**config.mk**
```make
export PLATFORM = sky130hd
export DESIGN_NAME = demux_rr_arbiter_flat
export DESIGN_NICKNAME = d
export VERILOG_FILES = /design/src/rtl/demux_pkg.sv /design/src/rtl/demux_rr_arbiter_if.sv /design/src/rtl/demux_rr_arbiter_hex7seg.sv /design/src/rtl/demux_rr_arbiter.sv /design/src/flat_wrapper.sv
export SDC_FILE = /design/constraint.sdc
export NUM_CORES = 1
export LEC_CHECK = 0
export CAP_MARGIN = 20
export CELL_PAD_IN_SITES_DETAIL_PLACEMENT = 1
export CELL_PAD_IN_SITES_GLOBAL_PLACEMENT = 1
export CORE_MARGIN = 4
export CORE_UTILIZATION = 41
export CTS_CLUSTER_DIAMETER = 30
export DETAILED_ROUTE_END_ITERATION = 16
export PLACE_DENSITY = 0.88
export RECOVER_POWER = 50
export REMOVE_ABC_BUFFERS = 1
export SETUP_SLACK_MARGIN = 0.2
export SYNTH_ARGS = -nofsm -noshare
export SYNTH_HDL_FRONTEND = slang
export SYNTH_SLANG_ARGS = --single-unit
```
**constraint.sdc**
```tcl
create_clock -name clk -period 4.22 [get_ports clk]
set_input_delay 0.633 -clock clk [delete_from_list [all_inputs] [get_ports clk]]
set_output_delay 0.633 -clock clk [all_outputs]
set_load 0.01 [all_outputs]
```
**src/rtl/demux_pkg.sv**
```systemverilog
// Shared types and constants for the demux round-robin arbiter.
// Contents: FSM state enum, display constants, and the active-low
// seven-segment table for channel indices 0..7.
package demux_pkg;

    typedef enum logic [1:0] {
        S_IDLE  = 2'd0,
        S_GRANT = 2'd1,
        S_GAP   = 2'd2
    } state_t;

    localparam logic [11:0] DISP_OFF = 12'hFFF;
    localparam logic [3:0]  ANODE_D0 = 4'b1110;

    // {a,b,c,d,e,f,g,dp}, active-low. Entry [i] is the glyph for digit i.
    localparam logic [7:0][7:0] SEG_TABLE = {
        8'b00011111,  // 7
        8'b01000001,  // 6
        8'b01001001,  // 5
        8'b10011001,  // 4
        8'b00001101,  // 3
        8'b00100101,  // 2
        8'b10011111,  // 1
        8'b00000011   // 0
    };

endpackage

```
**src/rtl/demux_rr_arbiter_if.sv**
```systemverilog
// Bus between the arbiter, the requesters and the demux/display.
//   req, din       : per-channel request level and data bit (into arbiter)
//   sel, entrada,
//   enable         : demux controls (enable=1 puts demux outputs in Z)
//   grant, busy    : one-hot grant and grant-active flag
//   disp           : {segments a..g,dp, anodes[3:0]}, all active-low
// master = arbiter side, slave = requester/demux side.
interface demux_rr_arbiter_if;
    logic [7:0]  req;
    logic [7:0]  din;
    logic [2:0]  sel;
    logic        entrada;
    logic        enable;
    logic [7:0]  grant;
    logic        busy;
    logic [11:0] disp;

    modport master (
        input  req, din,
        output sel, entrada, enable, grant, busy, disp
    );

    modport slave (
        output req, din,
        input  sel, entrada, enable, grant, busy, disp
    );
endinterface

```
**src/rtl/demux_rr_arbiter_hex7seg.sv**
```systemverilog
// Channel index to active-low seven-segment glyph, purely combinational.
//   idx : channel index 0..7
//   seg : {a,b,c,d,e,f,g,dp}, active-low
module hex7seg
    import demux_pkg::*;
(
    input  logic [2:0] idx,
    output logic [7:0] seg
);
    assign seg = SEG_TABLE[idx];
endmodule

```
**src/rtl/demux_rr_arbiter.sv**
```systemverilog
// Round-robin arbiter/sequencer for the 1x8 tri-state demux stage.
// Grants one requester at a time for at most DWELL*TICK_DIV cycles and
// separates grants with a GAP+IDLE break-before-make interval.
//   clk   : system clock
//   clear : synchronous active-high reset
//   bus   : arbiter side of demux_rr_arbiter_if
module demux_rr_arbiter
    import demux_pkg::*;
#(
    parameter int TICK_DIV = 50000,
    parameter int DWELL    = 4
)(
    input  logic                 clk,
    input  logic                 clear,
    demux_rr_arbiter_if.master   bus
);
    localparam int PW = $clog2(TICK_DIV);
    localparam int DW = $clog2(DWELL + 1);
    localparam logic [PW-1:0] PRE_MAX = PW'(TICK_DIV - 1);
    localparam logic [DW-1:0] DW_LAST = DW'(DWELL - 1);

    state_t          state, state_n;
    logic [2:0]      sel, sel_n, last, last_n, win;
    logic [7:0]      grant, grant_n;
    logic            entrada, entrada_n, enable, enable_n;
    logic [PW-1:0]   pre, pre_n;
    logic [DW-1:0]   dwell, dwell_n;
    logic            tick;
    logic [7:0]      seg;

    // First set bit searching upward from l+1, wrapping; l itself is
    // checked last. Walking downward lets the nearest candidate win.
    function automatic logic [2:0] rr_pick(input logic [7:0] r, input logic [2:0] l);
        logic [2:0] idx;
        rr_pick = l;
        for (int i = 8; i >= 1; i--) begin
            idx = l + 3'(i);
            if (r[idx]) rr_pick = idx;
        end
    endfunction

    assign win  = rr_pick(bus.req, last);
    assign tick = (pre == PRE_MAX);

    always_comb begin
        state_n   = state;
        sel_n     = sel;
        last_n    = last;
        grant_n   = grant;
        entrada_n = entrada;
        enable_n  = enable;
        pre_n     = pre;
        dwell_n   = dwell;
        case (state)
            S_IDLE: begin
                if (|bus.req) begin
                    state_n  = S_GRANT;
                    sel_n    = win;
                    last_n   = win;
                    grant_n  = 8'b1 << win;
                    enable_n = 1'b0;
                    pre_n    = '0;
                    dwell_n  = '0;
                end
            end
            S_GRANT: begin
                pre_n = tick ? '0 : pre + 1'b1;
                if (tick) dwell_n = dwell + 1'b1;
                if (!bus.req[sel] || (tick && dwell == DW_LAST)) begin
                    state_n   = S_GAP;
                    grant_n   = '0;
                    enable_n  = 1'b1;
                    entrada_n = 1'b0;
                end else begin
                    entrada_n = bus.din[sel];
                end
            end
            S_GAP:   state_n = S_IDLE;
            default: state_n = S_IDLE;
        endcase
    end

    always_ff @(posedge clk) begin
        if (clear) begin
            state   <= S_IDLE;
            sel     <= '0;
            last    <= 3'd7;
            grant   <= '0;
            entrada <= 1'b0;
            enable  <= 1'b1;
            pre     <= '0;
            dwell   <= '0;
        end else begin
            state   <= state_n;
            sel     <= sel_n;
            last    <= last_n;
            grant   <= grant_n;
            entrada <= entrada_n;
            enable  <= enable_n;
            pre     <= pre_n;
            dwell   <= dwell_n;
        end
    end

    hex7seg u_hex7seg (.idx(sel), .seg(seg));

    assign bus.sel     = sel;
    assign bus.grant   = grant;
    assign bus.entrada = entrada;
    assign bus.enable  = enable;
    assign bus.busy    = (state == S_GRANT);
    assign bus.disp    = (state == S_GRANT) ? {seg, ANODE_D0} : DISP_OFF;

endmodule

```
**src/flat_wrapper.sv**
```systemverilog
// flat-port wrapper written by rule: the top's interface ports become plain ports
module demux_rr_arbiter_flat import demux_pkg::*;
#(
    parameter int TICK_DIV = 50000,
    parameter int DWELL    = 4
)
  (clk, clear, bus_req, bus_din, bus_sel, bus_entrada, bus_enable, bus_grant, bus_busy, bus_disp);
  demux_rr_arbiter_if bus_i ();
  input  logic clk;
  input  logic clear;
  input wire logic [$bits(bus_i.req)-1:0] bus_req;
  input wire logic [$bits(bus_i.din)-1:0] bus_din;
  output wire logic [$bits(bus_i.sel)-1:0] bus_sel;
  output wire logic [$bits(bus_i.entrada)-1:0] bus_entrada;
  output wire logic [$bits(bus_i.enable)-1:0] bus_enable;
  output wire logic [$bits(bus_i.grant)-1:0] bus_grant;
  output wire logic [$bits(bus_i.busy)-1:0] bus_busy;
  output wire logic [$bits(bus_i.disp)-1:0] bus_disp;
  assign bus_i.req = bus_req;
  assign bus_i.din = bus_din;
  assign bus_sel = bus_i.sel;
  assign bus_entrada = bus_i.entrada;
  assign bus_enable = bus_i.enable;
  assign bus_grant = bus_i.grant;
  assign bus_busy = bus_i.busy;
  assign bus_disp = bus_i.disp;
  demux_rr_arbiter #(.TICK_DIV(TICK_DIV), .DWELL(DWELL)) u_core (.clk(clk), .clear(clear), .bus(bus_i));
endmodule
```
==> run_results.csv <==
group,metric,value,unit
run_status,status,"finished, final reports clean",
timing,setup_tns,0,ps
critical_path,cp_top_family,"multiplexers",
cts,tritoncts,"built",
placed_design,io_buffers,39,
critical_path,worst_path_largest_cell_delay,610,ps
synth,seq_area_frac_synth,31.5,%
layout,final_cell_mix,"dfxtp_1 (44), nor2_1 (43), nand2_1 (24)",
drt,wl,8120,microns
cts,h-tree-depth,2,
critical_path,critPathKind,"in -> reg",
grt,gr-total-overflow,0,
critical_path,worst_setup_path_start_kind,"input port",
timing,maxSlewViolCount,0,
power_and_ir_drop,clkPwrFrac,14.9,%
cts,cts_hold_buf,0,
floorplanning,rows,29,
power_and_ir_drop,power_switching,985,uW
drt,drt_iter0_drc,142,
critical_path,worstSetupEndpointType,"flop",
power_and_ir_drop,fin_total_pwr,2.24,mW
drt,avgViaCountPerCell,5.99,
synth,synthArstFlopShare,0,%
synth,synth-edff-count,0,
critical_path,required,4420,ps
timing,layout_min_cycle_time,3790,ps
drt,num_vias,2598,
critical_path,cp.arrival,3990,ps
critical_path,slowest_stage,"dlygate4sd3_1",
layout,fill_cells,772,
cts,cts.clk_slew.worst_paths,90,ps
placed_design,place.gp.congestion,0.894,
synth,avgSynthCellArea,8.79,sq um
drt,drc,0,
power_and_ir_drop,powerDensity,667,mW/mm^2
layout,final_common_cell,"dfxtp_1",
floorplanning,pin_count,44,
timing,finalHoldViolCount,0,
cts,cts_buffer_depth,2,
timing,setup_viol,0,
placed_design,place_ws,170,ps
grt,grt_antenna_before_repair,0,
drt,drtPass1Iterations,4,
layout,syn2layout_area_growth,20.3,%
grt,grt_max_degree,22,
critical_path,critPathMaxFanout,6,
power_and_ir_drop,combPwrFrac,59.6,%
floorplanning,start_util,43.0,%
timing,fin_crit_sh,89.8,%
layout,drive_gt1_share,10.1,%
cts,root_buffer,"clkbuf_8",
timing,fin_ws,429,ps
grt,grt_pass1_vias,2684,
cts,cts_made_buffers,5,
critical_path,cp_num_buf_inv,1,
timing,rsz0062_at_grt,"no",
power_and_ir_drop,leakagePower,1.26,nW
worst_hold_path,hold_path.class,"reg -> reg",
drt,post_drt_wl_per_cell,18.7,microns
run,drv_cap,0,
cts,cts_sinks,44,
synth,syn_area,0.00280,sq mm
layout,n_antenna_cell,0,
power_and_ir_drop,irDropWorstVdd,0.407,mV
power_and_ir_drop,seq_power_share,25.5,%
floorplanning,die_w,90.6,microns
timing,skew,13.6,ps
synth,synth_seq_cells,44,
cts,insertion_delay,300,ps
power_and_ir_drop,intPower,1.26,mW
floorplanning,fp.dieH,90.6,microns
grt,grt.total_usage,20.2,%
floorplanning,core,0.00649,sq mm
synth,yosys_warnings,0,
synth,ys.flop_type,"dfxtp_1",
power_and_ir_drop,p_sw_share,43.9,%
grt,grt_pass1_wl,13700,microns
drt,ant_nets,0,
synth,synth_cells,318,
critical_path,path_cells,"dlygate4sd3_1 > mux4_2 > mux2_2 > a211oi_1 > o21ai_1 > xnor2_1 > a21boi_0 > or2_2 > ha_1 > mux2_1",
timing,fmax,0.264,GHz
floorplanning,dieArea,0.00820,sq mm
synth,ys_types,56,
timing,tightest_slew,809,ps
placed_design,place_hpwl,6080,microns
layout,num-nets-final,384,
timing,relSlewSlack,45.9,%
layout,fin_util,51.8,%
-- Yosys cell counts (3+ instances only) --
cell      count  area [sq um]
nor3_1        3          15.0
nor2_1       43           161
a32o_1        8          80.1
a21oi_1      18          90.1
nor3b_1       3          22.5
nand2_1      24          90.1
dfxtp_1      44           881
a211oi_1      5          37.5
a311oi_1      3          26.3
mux2i_1       8          80.1
nor4_1       10          62.6
buf_4         4          30.0
nand2b_1     11          68.8
clkbuf_1     12          45.0
o22ai_1       3          18.8
o21ai_0      19          95.1
ha_1         10           125
mux4_2       11           248
mux2_2        4          45.0
and2_1        4          25.0
a22oi_1       5          37.5
nand3_1       7          35.0
xor2_1        3          26.3
and3_1        5          31.3
inv_1        11          41.3
a21boi_0      3          22.5
-- cells by family after synthesis --
kind of cell	share of synthesized area, %
AND/OR/NAND/NOR	21.5
flip-flops	31.5
XOR/XNOR	1.57
adder cells (fa/ha/maj)	4.48
other	0.134
buffers and inverters	4.70
AO/OA/AOI/OAI	20.1
multiplexers	16.0
-- repair_timing --
item | 4_1_cts | 5_1_grt
gates resized for setup | 0 | 2
setup endpoints to repair | 0 | 2
buffers inserted | 0 | 1
endpoints found under the hold margin | 0 | 0
-- cell type report --
type                            count  area, sq um  area share (%)
Multi-Input combinational cell    248         1790            53.2
Sequential cell                    44          881            26.2
Timing Repair Buffer               45          435            12.9
Tap cell                           77         96.3            2.86
Clock buffer                        5         68.8            2.05
Clock inverter                      3         46.3            1.38
Inverter                           12         45.0            1.34
-- through the flow --
stage	hold slack, ps	instances	area, sq um
2_1_floorplan	434	304	2720
3_3_place_gp	460	425	3240
3_5_place_dp	462	425	3240
4_1_cts	488	433	3360
5_1_grt	505	434	3360
6_report	479	434	3360
-- worst paths after layout --
check / from / endpoint / slack [ps] / depth (start not counted)
max: bus_req[5] / u_core.seg[4] / 430 / 10
min: u_core.bus.grant[2] / u_core.bus.grant[2] / 480 / 1
max reg2reg: u_core.last[1] / u_core.seg[4] / 530 / 11
min reg2reg: u_core.bus.grant[2] / u_core.bus.grant[2] / 480 / 1
-- metal layers --
metal / vias to the layer above / track usage [%] / part of all wire, %
met3: 8 / 3.83 / 4.1
li1: 1246 / - / -
met4: 0 / 4.97 / 1.3
met1: 1286 / 27.1 / 46
met5: - / 0 / 0
met2: 58 / 33.4 / 49
-- registers in the layout (all words and copies together) (netlist names) --
name and flops:
u_core.bus.enable 1, u_core.bus.entrada 1, u_core.bus.grant 8, u_core.bus.sel 3
u_core.dwell 3, u_core.last 3, u_core.pre 16, u_core.seg 7
u_core.state 2
-- power groups by stage --
stage / combinational, mW / sequential [mW] / clock, mW
after global placement: 1.27 / 0.576 / 0
after global routing: 1.47 / 0.581 / 0.363
final: 1.34 / 0.571 / 0.335
after floorplan: 0.839 / 0.603 / 0
after detailed placement: 1.31 / 0.580 / 0
after CTS: 1.33 / 0.573 / 0.344
No activity file was read; power rests on OpenSTA's default activity.
